===== src/rtl/mux_rr_arbiter.sv =====
`default_nettype none
// ============================================================================
//  Module      : mux_rr_arbiter
//  Description : Round-robin arbiter owning the select of an N-way Mux that
//                shares one datapath resource among N requesters. Issues a
//                registered one-hot grant, the binary select index and a busy
//                flag. A programmable hold limit forces rotation so one
//                requester cannot starve the others.
//  Revision    : 1.0 - initial release
// ============================================================================
module mux_rr_arbiter #(
    parameter int N        = 16,   // number of requesters, must equal 2**SW
    parameter int SW       = 4,    // select width, matches Mux signWidth
    parameter int MAX_HOLD = 8     // grant cycles before forced rotation, 0 = off
) (
    input  logic          clk,
    input  logic          rst,
    input  logic [N-1:0]  req,
    output logic [N-1:0]  gnt,
    output logic [SW-1:0] sel,
    output logic          busy
);

    // Hold counter only needs to reach MAX_HOLD-1; keep at least one bit.
    localparam int             c_HW        = (MAX_HOLD > 1) ? $clog2(MAX_HOLD) : 1;
    localparam logic [c_HW-1:0] c_HOLD_LAST = (MAX_HOLD > 0) ? c_HW'(MAX_HOLD - 1) : '0;
    localparam bit             c_HOLD_EN   = (MAX_HOLD != 0);

    typedef enum logic [0:0] {
        ST_IDLE  = 1'b0,
        ST_GRANT = 1'b1
    } state_t;

    state_t          state_q, state_d;
    logic [SW-1:0]   owner_q, owner_d;
    logic [SW-1:0]   ptr_q,   ptr_d;
    logic [c_HW-1:0] hold_q,  hold_d;
    logic [N-1:0]    gnt_q,   gnt_d;
    logic [SW-1:0]   sel_q,   sel_d;
    logic            busy_q,  busy_d;

    logic [SW-1:0]   owner_nxt;   // index just after the current owner (wraps)
    logic [N-1:0]    others;      // requests from everyone except the owner

    // First set bit of mask scanning start, start+1, ... with mod-N wrap.
    // SW-bit index arithmetic provides the wrap for free since N == 2**SW.
    function automatic logic [SW-1:0] pick(input logic [N-1:0]  mask,
                                           input logic [SW-1:0] start);
        logic [SW-1:0] idx;
        logic [SW-1:0] res;
        logic          found;
        res   = start;
        found = 1'b0;
        for (int i = 0; i < N; i++) begin
            idx = start + SW'(i);
            if (!found && mask[idx]) begin
                res   = idx;
                found = 1'b1;
            end
        end
        return res;
    endfunction

    assign owner_nxt = owner_q + SW'(1);
    assign others    = req & ~gnt_q;

    // Next-state and next-output computation for the arbitration FSM.
    always_comb begin
        state_d = state_q;
        owner_d = owner_q;
        ptr_d   = ptr_q;
        hold_d  = hold_q;
        case (state_q)
            ST_IDLE: begin
                if (|req) begin
                    owner_d = pick(req, ptr_q);
                    hold_d  = '0;
                    state_d = ST_GRANT;
                end
            end
            ST_GRANT: begin
                if (!req[owner_q]) begin
                    // Owner released: hand over directly, or fall back to idle.
                    ptr_d  = owner_nxt;
                    hold_d = '0;
                    if (|req) begin
                        owner_d = pick(req, owner_nxt);
                    end else begin
                        state_d = ST_IDLE;
                    end
                end else if (c_HOLD_EN && (hold_q == c_HOLD_LAST)) begin
                    // Hold limit reached: rotate only if someone else is waiting.
                    hold_d = '0;
                    if (|others) begin
                        owner_d = pick(others, owner_nxt);
                        ptr_d   = owner_nxt;
                    end
                end else if (c_HOLD_EN) begin
                    hold_d = hold_q + c_HW'(1);
                end
            end
            default: begin
                state_d = ST_IDLE;
            end
        endcase

        gnt_d  = (state_d == ST_GRANT) ? (N'(1) << owner_d) : '0;
        sel_d  = (state_d == ST_GRANT) ? owner_d : '0;
        busy_d = (state_d == ST_GRANT);
    end

    // Arbitration FSM state and registered outputs; reset wins over everything.
    always_ff @(posedge clk) begin
        if (rst) begin
            state_q <= ST_IDLE;
            owner_q <= '0;
            ptr_q   <= '0;
            hold_q  <= '0;
            gnt_q   <= '0;
            sel_q   <= '0;
            busy_q  <= 1'b0;
        end else begin
            state_q <= state_d;
            owner_q <= owner_d;
            ptr_q   <= ptr_d;
            hold_q  <= hold_d;
            gnt_q   <= gnt_d;
            sel_q   <= sel_d;
            busy_q  <= busy_d;
        end
    end

    assign gnt  = gnt_q;
    assign sel  = sel_q;
    assign busy = busy_q;

endmodule
`default_nettype wire

===== config.mk =====
export PLATFORM = sky130hd
export DESIGN_NAME = mux_rr_arbiter
export DESIGN_NICKNAME = d
export VERILOG_FILES = /design/src/rtl/mux_rr_arbiter.sv
export SDC_FILE = /design/constraint.sdc
export NUM_CORES = 1
export LEC_CHECK = 0
export ABC_AREA = 1
export CORE_ASPECT_RATIO = 1.1
export CORE_UTILIZATION = 40
export CTS_CLUSTER_SIZE = 8
export DETAILED_ROUTE_END_ITERATION = 8
export MAX_ROUTING_LAYER = met4
export PLACE_DENSITY = 0.57
export SLEW_MARGIN = 40
export SYNTH_ARGS = -nofsm -noshare
export SYNTH_HDL_FRONTEND = slang
export SYNTH_SLANG_ARGS = --single-unit

===== constraint.sdc =====
create_clock -name clk -period 4.26 [get_ports clk]
set_clock_uncertainty 0.15 [all_clocks]
set_input_delay 1.065 -clock clk [delete_from_list [all_inputs] [get_ports clk]]
set_output_delay 1.065 -clock clk [all_outputs]
set_load 0.05 [all_outputs]

### Word level (Yosys, flattened, before mapping)

Cells that the tools add are included.

* register bits after elaboration: 32
* input bits: 18
* output and inout port bits: 21

* add/subtract/negate cells: 32
* $lt $le $gt $ge: 33
* equal/unequal tests: 4
* shift-type cells: 1
* muxes and demuxes: 339
* bitwise gates (word level): 4
* reductions and logical operators: 94

Operators by type and width (count)
* two-way mux 1 bit: 231
* two-way mux 4 bit: 53
* binary-select mux 1 bit (select 4 bit): 49
* less-than comparator 4 x 5 -> 1 bit, second input constant: 33
* adder 4 bit, second input constant: 16
* logical AND 1 bit: 45
* logical NOT 1 bit: 45
* adder 4 x 3 -> 4 bit, second input constant: 8
* OR reduction 16 bit: 2
* adder 4 x 2 -> 4 bit, second input constant: 4
* bitwise AND 16 bit: 1
* NOT 16 bit: 1
* left shift 1 x 4 -> 16 bit, first input constant: 1
* adder 4 x 1 -> 4 bit, second input constant: 3
* two-way mux 3 bit: 3
* one-hot mux 4 bit (2 select lines): 1
* one-hot mux 3 bit (2 select lines): 1
* inequality test 2 x 1 -> 1 bit, second input constant: 2
* adder 3 x 1 -> 3 bit, second input constant: 1
* == test 3 bit, second input constant: 1
* AND reduction 3 bit: 1
* inequality test 2 bit, second input constant: 1
* NOT 1 bit: 2
* one-hot mux 1 bit (2 select lines): 1
* OR reduction 2 bit: 1

### Logic depth before layout (Yosys ltp)

* depth after elaboration: 115
* mapped depth: 40
* gate-level depth less buffers: 38

### Worst setup path before layout

Ideal clock, no wire load.

* path type: register to register
* start: register owner_q[0]
* end: register gnt_q[0] (netlist: gnt[0])
* library setup time: 0.122 ns
* data arrival time: 3.813 ns
* required time: 3.988 ns
* path slack: 0.175 ns
* stages on the path, launching flop included: 34
* buffers on the path: 3
* clock period less this slack: 4.085 ns
* path through: dfxtp_1 -> inv_1 -> buf_6 -> buf_6 -> ha_1 -> inv_2 -> buf_1 -> nand3_1 -> nand3_1 -> nand3_1 -> nand2_1 -> nand3_2 -> nor2_2 -> nand2_1 -> nor2_2 -> nand2_1 -> nor2_4 -> nand2_2 -> nor2_4 -> nand2_2 -> nor2_4 -> nand2_1 -> nor2_2 -> inv_2 -> nor2_4 -> inv_2 -> o21ai_0 -> inv_1 -> nand2_1 -> nand2_1 -> nand2_1 -> nand3_1 -> nand2_1 -> nor2_1

* longest elaborated chain between the ends: 114

RTL lines
* start, declared: line 35 `logic [SW-1:0] owner_q, owner_d;`
* start signal, assigned: line 124 `owner_q <= owner_d;`
* adder 4 x 1 -> 4 bit *: line 64 `assign owner_nxt = owner_q + SW'(1);`
* net owner_nxt[0]: line 42 `logic [SW-1:0] owner_nxt;`
* binary-select mux 1 bit (select 4 bit): line 56 `if (!found && mask[idx]) begin`
* two-way mux 1 bit (not written as such): line 56
* two-way mux 1 bit: line 56
* two-way mux 1 bit: line 94 `if (|others) begin`
* two-way mux 1 bit: line 91 `end else if (c_HOLD_EN && (hold_q == c_HOLD_LAST)) begin`
* two-way mux 1 bit: line 82 `if (!req[owner_q]) begin`
* (+99 left out)
* logical NOT 1 bit: line 56
* logical AND 1 bit: line 56
* two-way mux 4 bit: line 56
* two-way mux 4 bit: line 94
* two-way mux 4 bit: line 91
* two-way mux 4 bit *: line 82
* one-hot mux 4 bit (2 select lines) *: line 73 `case (state_q)`
* left shift 1 x 4 -> 16 bit *: line 107 `gnt_d = (state_d == ST_GRANT) ? (N'(1) << owner_d) : '0;`
* end signal, assigned: line 127 `gnt_q <= gnt_d;`
* end, declared: line 38 `logic [N-1:0] gnt_q, gnt_d;`

Mark *: on every way through the listed nets, which the timed path passes. The rest lies on a longest branch. The select of a mux whose other input is x is not followed.
A chain may end at the register's enable or synchronous reset.

### Final worst setup path

* start: input port req[10]
* end: register gnt_q[2] (netlist: gnt[2])

* longest elaborated chain between the ends: 114

RTL lines
* start, declared: line 18 `input logic [N-1:0] req,`
* bitwise AND 16 bit: line 65 `assign others = req & ~gnt_q;`
* binary-select mux 1 bit (select 4 bit): line 56
* two-way mux 1 bit (not written as such): line 56
* two-way mux 1 bit: line 56
* two-way mux 1 bit: line 94
* two-way mux 1 bit: line 91
* two-way mux 1 bit: line 82
* two-way mux 1 bit: line 73
* (+98 left out)
* logical NOT 1 bit: line 56
* logical AND 1 bit: line 56
* two-way mux 4 bit: line 56
* two-way mux 4 bit: line 94
* two-way mux 4 bit: line 91
* two-way mux 4 bit: line 82
* one-hot mux 4 bit (2 select lines): line 73
* left shift 1 x 4 -> 16 bit: line 107

Several ways; a longest one is shown, not always the timed one. The select of a mux whose other input is x is not followed.

==> summary.md <==
| Metric | Value |
|---|---|
| Final routed wirelength across all metal layers | `29500 µm` |
| Clock network latency to the later pin of the worst-skew pair | `270 ps` |
| Area after DPL | `8930 µm²` |
| Relative slew slack | `0.556` |
| Endpoints failing hold | `0` |
| Drt pass-1 iters | `5` |
| Top FF cell, synth | `sky130_fd_sc_hd__dfxtp_1` |
| Count of max-cap constraint violations | `0` |
| Endpoint required time on the critical path | `4320 ps` |
| Fraction of final layout cells with drive strength greater than 1 | `0.415` |
| Vias in the first global route | `8645` |
| Startpoint types | `primary input` |
| Total track usage | `0.334` |
| CTS Buf Count | `5` |
| Post-route cell area | `10600 µm²` |
| Post-synth EDFFs | `0` |
| Result of the run | `finished clean` |
| Max FO, Critical Path | `4` |
| Vias after detailed routing | `9752` |
| Vert. Die Dim | `137 µm` |
| Sum of buffers and inverters on the critical path | `5` |
| Avg Vias per Cell | `5.44` |
| Measured slew at the worst slew-check pin | `663 ps` |
| Proportion of synthesized chip area in sequential cells | `0.0970` |
| Final Wtd Congestion | `0.954` |
| Max Slew Vio Count | `0` |
| # port buffers | `38` |
| Pin count of the biggest net entering global routing | `32` |
| CTS tree | `yes` |
| Synth async-reset ratio | `0` |
| Endpoint type of the worst setup path | `flop` |
| Final period util | `0.981` |
| Area of the mapped netlist | `6610 µm²` |
| DRC violation total after the first TritonRoute iteration | `811` |
| TritonCTS Sinks | `32` |
| RSZ-0062 raised after global routing | `true` |
| Shortest clock period the worst path allows after layout | `4180 ps` |
| Number of core rows | `48` |
| Net count after synthesis | `1315` |
| I/O pin total | `39` |
| Area overhead of the layout relative to synthesis | `60.4%` |
| Syn. warnings | `0` |
| First-pass GRT wire length | `43800 µm` |
| Initial core utilization | `0.415` |
| Number of buffers on the longest clock path | `2` |
| Remaining global-route overflow | `0` |
| Die area | `17000 µm²` |
| Arrival time worst endpoint | `4240 ps` |
| Die X | `125 µm` |
| Timing-limited maximum frequency | `239 MHz` |
| Count of antenna-violating nets left after detailed routing | `0` |
| Min-delay worst type | `reg -> reg` |
| Synth Instances | `1286` |
| Highest-delay cell along the critical path | `sky130_fd_sc_hd__a21oi_1` |
| Clock slew seen by the registers of the worst setup and hold paths | `50 ps` |
| Critical path start-end classification | `in -> reg` |
| DRC violations left | `0` |
| Core Area | `15900 µm²` |
| Total number of nets in the final design | `1621` |
| DP Wirelength | `22500 µm` |
| Flip-flop and latch count after synthesis | `32` |
| Number of antenna violations at the first check in global routing | `1` |
| CTS Root Buffer Type | `sky130_fd_sc_hd__clkbuf_16` |
| Critical Path Max Stage Delay | `220 ps` |
| Worst setup timing slack at the placement stage | `-769 ps` |
| Post-synthesis cell type count | `47` |
| Routed length per instance | `16.5 µm` |
| Slack of the critical path | `80.5 ps` |
| Final setup violation count | `0` |
| Cell type group with the largest total delay on the critical path | `simple AND/OR/NAND/NOR gates` |
| Mean Syn Cell Area | `5.14 µm²` |
| Worst-case hold slack | `324 ps` |
| CTS H-tree depth | `2` |
| Top cell by count, worst path | `sky130_fd_sc_hd__nand2_2` |
==> kinds of logic after synthesis <==
kind of cell	synth area share
buf+inv	0.134
xor+xnor	0.0191
simple gates	0.579
fa+ha+maj	0.0208
compound gates	0.147
mux	0.00303
flops	0.0970
==> sequential cells by signal, summed over array words and instances (netlist names) <==
signal / flops
gnt: 16
owner_q: 4
ptr_q: 4
sel: 4
hold_q: 3
busy: 1
==> cell type report <==
type                            instances  area [µm²]
Antenna cell                            1        2.50
Clock buffer                            7         143
Clock inverter                          1        7.51
Fill cell                            1484        5320
Inverter                              159         613
Multi-Input combinational cell       1056        6220
Sequential cell                        32         644
Tap cell                              200         250
Timing Repair Buffer                  337        2710
Timing Repair inverter                  1        5.00
==> through the flow <==
| stage | std cells | utilization | TNS (ps) |
|---|---|---|---|
| global placement | 1745 | 0.561 | -16090 |
| floorplan | 1286 | - | 0 |
| global route | 1794 | 0.666 | -2180 |
| detailed placement | 1745 | 0.561 | -16600 |
| finish | 1794 | 0.666 | 0 |
| CTS | 1765 | 0.587 | 0 |
==> Yosys cell counts (6+ instances only) <==
| cell | instances | share of area |
|---|---|---|
| sky130_fd_sc_hd__ha_1 | 11 | 0.021 |
| sky130_fd_sc_hd__o21a_1 | 7 | 0.0080 |
| sky130_fd_sc_hd__o21ai_1 | 25 | 0.019 |
| sky130_fd_sc_hd__inv_1 | 129 | 0.073 |
| sky130_fd_sc_hd__buf_6 | 8 | 0.014 |
| sky130_fd_sc_hd__nor2_2 | 11 | 0.010 |
| sky130_fd_sc_hd__nand3_1 | 222 | 0.17 |
| sky130_fd_sc_hd__nand2_2 | 31 | 0.029 |
| sky130_fd_sc_hd__xor2_1 | 6 | 0.0080 |
| sky130_fd_sc_hd__o211ai_1 | 13 | 0.015 |
| sky130_fd_sc_hd__buf_4 | 12 | 0.014 |
| sky130_fd_sc_hd__a21oi_1 | 32 | 0.024 |
| sky130_fd_sc_hd__nand2_1 | 463 | 0.26 |
| sky130_fd_sc_hd__nor3_1 | 7 | 0.0053 |
| sky130_fd_sc_hd__dfxtp_1 | 32 | 0.097 |
| sky130_fd_sc_hd__buf_2 | 12 | 0.0091 |
| sky130_fd_sc_hd__a31oi_1 | 11 | 0.010 |
| sky130_fd_sc_hd__nor2_4 | 8 | 0.014 |
| sky130_fd_sc_hd__inv_2 | 25 | 0.014 |
| sky130_fd_sc_hd__o21ai_0 | 62 | 0.047 |
| sky130_fd_sc_hd__nand4_1 | 16 | 0.015 |
| sky130_fd_sc_hd__nor2_1 | 84 | 0.048 |
==> timing repair <==
item                       CTS  global route
gates resized for setup    106           312
hold buffers                 0             0
cloned                       1             2
setup buffers               12            27
setup endpoints to repair   24            24
pin swaps                   33           102
==> cells in the final DEF (no fill, tap or decap), types with 5 or more instances in the layout <==
cell type and instances:
sky130_fd_sc_hd__nand3_4 5, sky130_fd_sc_hd__nor2_1 68, sky130_fd_sc_hd__a21oi_1 29, sky130_fd_sc_hd__nand2_4 21
sky130_fd_sc_hd__dfxtp_1 29, sky130_fd_sc_hd__o21ai_1 15, sky130_fd_sc_hd__nand3_1 130, sky130_fd_sc_hd__buf_4 281
sky130_fd_sc_hd__a31oi_1 9, sky130_fd_sc_hd__nand4_1 16, sky130_fd_sc_hd__nor2_4 18, sky130_fd_sc_hd__xor2_1 5
sky130_fd_sc_hd__o21ai_2 16, sky130_fd_sc_hd__xor2_2 5, sky130_fd_sc_hd__nor2_2 17, sky130_fd_sc_hd__o211ai_1 13
sky130_fd_sc_hd__buf_6 22, sky130_fd_sc_hd__clkdlybuf4s50_1 22, sky130_fd_sc_hd__nand2_1 379, sky130_fd_sc_hd__nand2_2 98
sky130_fd_sc_hd__clkbuf_16 5, sky130_fd_sc_hd__inv_2 31, sky130_fd_sc_hd__nand3_2 92, sky130_fd_sc_hd__o21ai_0 52
sky130_fd_sc_hd__ha_1 7, sky130_fd_sc_hd__o21ai_4 6, sky130_fd_sc_hd__nor3_1 7, sky130_fd_sc_hd__or2_2 5
sky130_fd_sc_hd__o21a_1 7, sky130_fd_sc_hd__inv_1 121
==> worst paths after layout <==
kind / startpoint / end / slack [ps] / cells after the start
worst min-delay path: hold_q[1]$_SDFFE_PP0P_ / hold_q[1]$_SDFFE_PP0P_ / 320 / 2
worst max-delay path: req[10] / gnt[2]$_SDFF_PP0_ / 80 / 28
worst max register to register: owner_q[0]$_SDFF_PP0_ / gnt[15]$_SDFF_PP0_ / 120 / 34
worst min register to register: hold_q[1]$_SDFFE_PP0P_ / hold_q[1]$_SDFFE_PP0P_ / 320 / 2
==> metal layers <==
layer | routed length [µm] | global-route usage
met5 | 0 | -
met4 | 1380 | 0.147
met3 | 1740 | 0.0375
met1 | 12100 | 0.391
met2 | 14300 | 0.578
==> worst reg2reg max path, delay by kind of cell (launching register included) <==
kind | cells | cell delay, ps
flip-flops | 1 | 340
AND/OR/NAND/NOR | 26 | 2740
AO/OA/AOI/OAI | 1 | 70
adder cells (fa/ha/maj) | 1 | 290
buffers and inverters | 6 | 490
Power is left out: the tool's default activity adds up to more than one toggle a clock period on the data nets, which glitch-free logic cannot reach.
